$ cat src/rtl/vga_write_arbiter.sv
// Merges the player-sprite and obstacle pixel streams into one VGA adapter write port.
// Each source has its own FIFO. At most one pixel is popped per clock and sent out on registered outputs.
module vga_write_arbiter #(
  parameter int unsigned nX             = 10,
  parameter int unsigned nY             = 9,
  parameter int unsigned COLOR_DEPTH    = 9,
  parameter int unsigned FIFO_DEPTH     = 16,
  parameter int unsigned FIFO_AW        = 4,
  parameter int unsigned FIXED_PRIORITY = 0
) (
  input  logic                   Resetn,
  input  logic                   Clock,
  input  logic [nX-1:0]          p_x,
  input  logic [nY-1:0]          p_y,
  input  logic [COLOR_DEPTH-1:0] p_color,
  input  logic                   p_write,
  output logic                   p_ready,
  input  logic [nX-1:0]          o_x,
  input  logic [nY-1:0]          o_y,
  input  logic [COLOR_DEPTH-1:0] o_color,
  input  logic                   o_write,
  output logic                   o_ready,
  output logic [nX-1:0]          VGA_x,
  output logic [nY-1:0]          VGA_y,
  output logic [COLOR_DEPTH-1:0] VGA_color,
  output logic                   VGA_write,
  input  logic                   clear_overflow,
  output logic [1:0]             overflow
);

  localparam int unsigned W = nX + nY + COLOR_DEPTH;
  localparam logic [FIFO_AW:0] FULL_CNT  = (FIFO_AW+1)'(FIFO_DEPTH);
  localparam logic [FIFO_AW:0] READY_MAX = (FIFO_AW+1)'(FIFO_DEPTH - 3);

  typedef enum logic {SRC0 = 1'b0, SRC1 = 1'b1} src_e;

  logic [W-1:0]           wdata [2];
  logic [1:0]             wr;
  logic [W-1:0]           mem_q [2][FIFO_DEPTH];
  logic [FIFO_AW-1:0]     wptr_q [2];
  logic [FIFO_AW-1:0]     wptr_d [2];
  logic [FIFO_AW-1:0]     rptr_q [2];
  logic [FIFO_AW-1:0]     rptr_d [2];
  logic [FIFO_AW:0]       cnt_q  [2];
  logic [FIFO_AW:0]       cnt_d  [2];
  logic [1:0]             nonempty, pop, push, drop;
  logic [1:0]             overflow_q, overflow_d;
  src_e                   last_q, last_d;
  logic [W-1:0]           head;
  logic [nX-1:0]          vga_x_q, vga_x_d;
  logic [nY-1:0]          vga_y_q, vga_y_d;
  logic [COLOR_DEPTH-1:0] vga_color_q, vga_color_d;
  logic                   vga_write_q, vga_write_d;

  assign wdata[0] = {p_x, p_y, p_color};
  assign wdata[1] = {o_x, o_y, o_color};
  assign wr       = {o_write, p_write};

  // Grant decision uses only the pre-edge counts, so it never depends on this cycle's pushes.
  always_comb begin
    pop    = '0;
    last_d = last_q;
    for (int unsigned i = 0; i < 2; i++) nonempty[i] = (cnt_q[i] != '0);
    if (nonempty == 2'b11) begin
      if (FIXED_PRIORITY != 0 || last_q == SRC1) pop = 2'b01;
      else                                       pop = 2'b10;
    end else begin
      pop = nonempty;
    end
    if (pop[0])      last_d = SRC0;
    else if (pop[1]) last_d = SRC1;
    head = pop[1] ? mem_q[1][rptr_q[1]] : mem_q[0][rptr_q[0]];
  end

  // A full FIFO still accepts a push when its head is being popped on the same edge.
  always_comb begin
    for (int unsigned i = 0; i < 2; i++) begin
      push[i]   = wr[i] && ((cnt_q[i] != FULL_CNT) || pop[i]);
      drop[i]   = wr[i] && !push[i];
      wptr_d[i] = wptr_q[i] + FIFO_AW'(push[i]);
      rptr_d[i] = rptr_q[i] + FIFO_AW'(pop[i]);
      cnt_d[i]  = cnt_q[i] + (FIFO_AW+1)'(push[i]) - (FIFO_AW+1)'(pop[i]);
    end
    overflow_d = (clear_overflow ? 2'b00 : overflow_q) | drop;
  end

  always_comb begin
    vga_x_d     = vga_x_q;
    vga_y_d     = vga_y_q;
    vga_color_d = vga_color_q;
    vga_write_d = |pop;
    if (|pop) begin
      vga_x_d     = head[W-1 -: nX];
      vga_y_d     = head[nY+COLOR_DEPTH-1 -: nY];
      vga_color_d = head[COLOR_DEPTH-1:0];
    end
  end

  always_ff @(posedge Clock or negedge Resetn) begin
    if (!Resetn) begin
      for (int unsigned i = 0; i < 2; i++) begin
        wptr_q[i] <= '0;
        rptr_q[i] <= '0;
        cnt_q[i]  <= '0;
      end
      overflow_q  <= '0;
      last_q      <= SRC1;
      vga_x_q     <= '0;
      vga_y_q     <= '0;
      vga_color_q <= '0;
      vga_write_q <= 1'b0;
    end else begin
      for (int unsigned i = 0; i < 2; i++) begin
        wptr_q[i] <= wptr_d[i];
        rptr_q[i] <= rptr_d[i];
        cnt_q[i]  <= cnt_d[i];
      end
      overflow_q  <= overflow_d;
      last_q      <= last_d;
      vga_x_q     <= vga_x_d;
      vga_y_q     <= vga_y_d;
      vga_color_q <= vga_color_d;
      vga_write_q <= vga_write_d;
    end
  end

  always_ff @(posedge Clock) begin
    for (int unsigned i = 0; i < 2; i++) begin
      if (push[i]) mem_q[i][wptr_q[i]] <= wdata[i];
    end
  end

  assign p_ready   = (cnt_q[0] <= READY_MAX);
  assign o_ready   = (cnt_q[1] <= READY_MAX);
  assign VGA_x     = vga_x_q;
  assign VGA_y     = vga_y_q;
  assign VGA_color = vga_color_q;
  assign VGA_write = vga_write_q;
  assign overflow  = overflow_q;

endmodule

$ cat config.mk
export PLATFORM = sky130hd
export DESIGN_NAME = vga_write_arbiter
export DESIGN_NICKNAME = d
export VERILOG_FILES = /design/src/rtl/vga_write_arbiter.sv
export SDC_FILE = /design/constraint.sdc
export NUM_CORES = 1
export LEC_CHECK = 0
export CAP_MARGIN = 40
export CORE_MARGIN = 4
export CORE_UTILIZATION = 31
export DETAILED_ROUTE_END_ITERATION = 10
export PLACE_DENSITY = 0.44
export SYNTH_ARGS = -nofsm -noshare
export SYNTH_HDL_FRONTEND = slang
export SYNTH_SLANG_ARGS = --single-unit
$ cat constraint.sdc
create_clock -name Clock -period 4.6 [get_ports Clock]
set_clock_uncertainty 0.1 [all_clocks]
set_input_delay 0.46 -clock Clock [delete_from_list [all_inputs] [get_ports Clock]]
set_output_delay 0.46 -clock Clock [all_outputs]
set_load 0.01 [all_outputs]
==> results.sh <==
export IMPL_outcome="finished, final reports clean"
export IMPL_portBuffers=93
export IMPL_vias_per_cell=4.959
export IMPL_setup_viol_count_final=0
export IMPL_drt_wirelength_per_cell_um=26.87
export IMPL_core_area_um2=116800
export IMPL_area_growth_syn_to_layout_pct=18.40
export IMPL_ys_seq_area_share_pct=77.30
export IMPL_slew_headroom_pct=37.56
export IMPL_synth_flop_cell="edfxtp_1"
export IMPL_ir_drop_mv=0.2885
export IMPL_route_detailed_drc=0
export IMPL_via_count=17100
export IMPL_clk_pin_slew_ns=0.06
export IMPL_r2r_slack_ns=1.15
export IMPL_dieArea_um2=123900
export IMPL_synth_nets=1736
export IMPL_grt_pass1_wl_mm=134.1
export IMPL_pre_cts_slack_ns=1.162
export IMPL_drive_gt1_share_pct=28.10
export IMPL_crit_arrival_ns=3.65
export IMPL_ys_seq_elements=954
export IMPL_cp_required_ns=4.80
export IMPL_pwr_share_comb_pct=28.7
export IMPL_final_setup_tns_ns=0
export IMPL_die_h_um=352.0
export IMPL_drt_first_pass_iters=7
export IMPL_syn_area_per_cell_um2=22.30
export IMPL_grt_use_met3_pct=2.365
export IMPL_ios=94
export IMPL_start_util_pct=31.40
export IMPL_clock_root_buffer="clkbuf_16"
export IMPL_antenna_found_initial=2
export IMPL_htreeDepth=3
export IMPL_cp_max_fo=28
export IMPL_timing_rr_end="mem_q[0][874]"
export IMPL_ys_types=47
export IMPL_gr_total_overflow=0
export IMPL_fmax_mhz=289.6
export IMPL_syn_cell_area_um2=36690
export IMPL_ant_nets=0
export IMPL_p_per_area_nw_per_um2=635.8
export IMPL_drtIter0Drc=1409
export IMPL_dp_hpwl_mm=59.33
export IMPL_synthArstFlopShare_pct=6.080
export IMPL_reg2reg_depth=7
export IMPL_postCtsSetupRepairBufs=0
export IMPL_top_usage_layer="met2"
export IMPL_final_max_slew_viol_count=0
export IMPL_switchingPower_w=0.008641
export IMPL_switching_share_pct=31.29
export IMPL_yosysMostFrequentCell="edfxtp_1"
export IMPL_grt_setup_unrepaired="false"
export IMPL_grt_max_degree=52
export IMPL_intPower_w=0.01898
export IMPL_period_needed_ns=3.453
export IMPL_synth_edff_count=896
export IMPL_crit_type="register to register"
export IMPL_syn_instance_count=1645
export IMPL_p_total_w=0.02762
export IMPL_netlist_top_cells_count="edfxtp_1, mux4_2, dfrtp_1, a211oi_1, mux2_2"
export IMPL_clkSinkCount=954
export IMPL_rows=125
export IMPL_fillers=10534
export IMPL_synth_top_cell_area_share_pct=73.34
export IMPL_p_clk_share_pct=29.4
export IMPL_grt_usage_pct=14.85
export IMPL_clock_path_buffers=3
export IMPL_cts_made_buffers=105
export IMPL_wl_mm=92.66
export IMPL_gp_congestion=0.7457
export IMPL_yosysWarnings=0
export IMPL_fin_hold_ws_ns=0.07612
export IMPL_final_cells=3448
export IMPL_first_global_vias=17977
export IMPL_tritoncts="done"
export IMPL_worst_setup_path_end_kind="register"
export IMPL_drv_cap=0
export IMPL_worst_pin_slew_ns=0.9336
export IMPL_placedCellCount=3247
export IMPL_grt_use_met1_pct=22.27
export IMPL_use_met2_pct=22.89
export IMPL_clkLatencyLatePin_ns=0.68
export IMPL_final_net_count=1922
export IMPL_setup_ws_ns=1.147
export IMPL_die_x_um=352.0
export IMPL_r2r_start="cnt_q[7]"
export IMPL_synth_top_area_cell="edfxtp_1"
export IMPL_power_share_sequential_pct=41.9
export IMPL_ys_top_cells_by_area="edfxtp_1, mux4_2, dfrtp_1"
export IMPL_hold_viol=0
export IMPL_critPathLaunchType="register"
export IMPL_post_route_period_util_pct=75.06
export IMPL_holdCritPathClass="primary input to asynchronous set/reset pin"
export IMPL_p_leak_nw=13.70
==> what timing repair did <==
action / in CTS / in global routing
endpoints found under the hold margin: 57 / 0
hold buffers: 1 / 0
endpoints found under the setup margin: 0 / 0
gates resized for setup: 0 / 0
==> cell families after synthesis <==
group	Yosys count	synth area share, %
flops	954	77.30
buf+inv	110	1.351
compound gates	159	2.981
mux	284	15.51
xor+xnor	14	0.3342
fa+ha+maj	30	1.064
simple gates	94	1.466
==> worst max-delay path by stage <==
stage                         from  cells past startpoint  slack [ns]            end
final                     cnt_q[7]                      7        1.15  mem_q[0][874]
after global routing      cnt_q[7]                     14        0.92       cnt_q[4]
after global placement    cnt_q[7]                      6        1.17  mem_q[0][569]
after floorplan           cnt_q[7]                      7        0.45  mem_q[0][756]
after detailed placement  cnt_q[7]                      7        1.16  mem_q[0][878]
after CTS                 cnt_q[7]                      7        1.13  mem_q[0][874]
==> power by group through the flow <==
stage               sequential (W)  combinational, W  clock, W
CTS                         0.0116           0.00814   0.00836
floorplan                   0.0111           0.00522         0
global placement            0.0118           0.00806         0
global route                0.0117           0.00855   0.00874
detailed placement          0.0118           0.00810         0
finish                      0.0116           0.00793   0.00812
==> flip-flops by register name (all words and copies together), names as in the netlist <==
register and cells:
cnt_q 10, VGA_color 9, mem_q 896, VGA_x 10, VGA_y 9, VGA_write 1
wptr_q 8, last_q 1, overflow 2, rptr_q 8
==> critical path: stages, from the launching register on <==
cell and delay [ns]:
dfrtp_1 0.43, inv_1 0.11, ha_1 0.18, or4b_4 0.56, a41oi_2 0.49, or3b_1 0.57, nor3_4 0.16, buf_4 0.44
==> cell type report <==
type	instances	area (um^2)	area share, %
Antenna cell	2	5.005	0.01152
Clock buffer	145	2798	6.441
Clock inverter	53	523.0	1.204
Inverter	22	82.58	0.1901
Multi-Input combinational cell	581	8080	18.60
Sequential cell	954	28380	65.33
Tap cell	1524	1907	4.390
Timing Repair Buffer	167	1663	3.828
==> cells in the final DEF (no fill, tap or decap), types with 3 or more instances in the layout <==
cell type,count
edfxtp_1,896
mux4_2,222
clkbuf_16,105
clkdlybuf4s50_1,92
buf_4,59
mux2_2,55
a211oi_1,55
dfrtp_1,51
clkbuf_1,38
a21oi_1,35
nor2b_1,28
ha_1,28
o22ai_1,27
a22oi_1,27
nor2_4,24
inv_1,22
clkinv_2,19
clkinv_1,18
bufinv_16,9
xor2_1,8
buf_12,8
nor3_2,7
mux2i_1,7
nand3_1,6
xnor2_1,6
dfrtp_4,5
nand3b_1,4
nand2b_1,4
clkinv_8,4
nand2_1,3
a21o_1,3
buf_16,3
==> per-stage QoR <==
stage	util, %	area, um^2
2_1_floorplan	-	36690
3_3_place_gp	34.16	39910
3_5_place_dp	34.32	40100
4_1_cts	37.17	43430
5_1_grt	37.17	43430
6_report	37.18	43440
==> layer usage <==
layer	routed length (um)	up-vias
met1	44500	9315
met5	0	-
met2	42940	359
li1	-	7320
met3	3625	106
met4	1594	0
No activity file was read; power rests on OpenSTA's default activity.
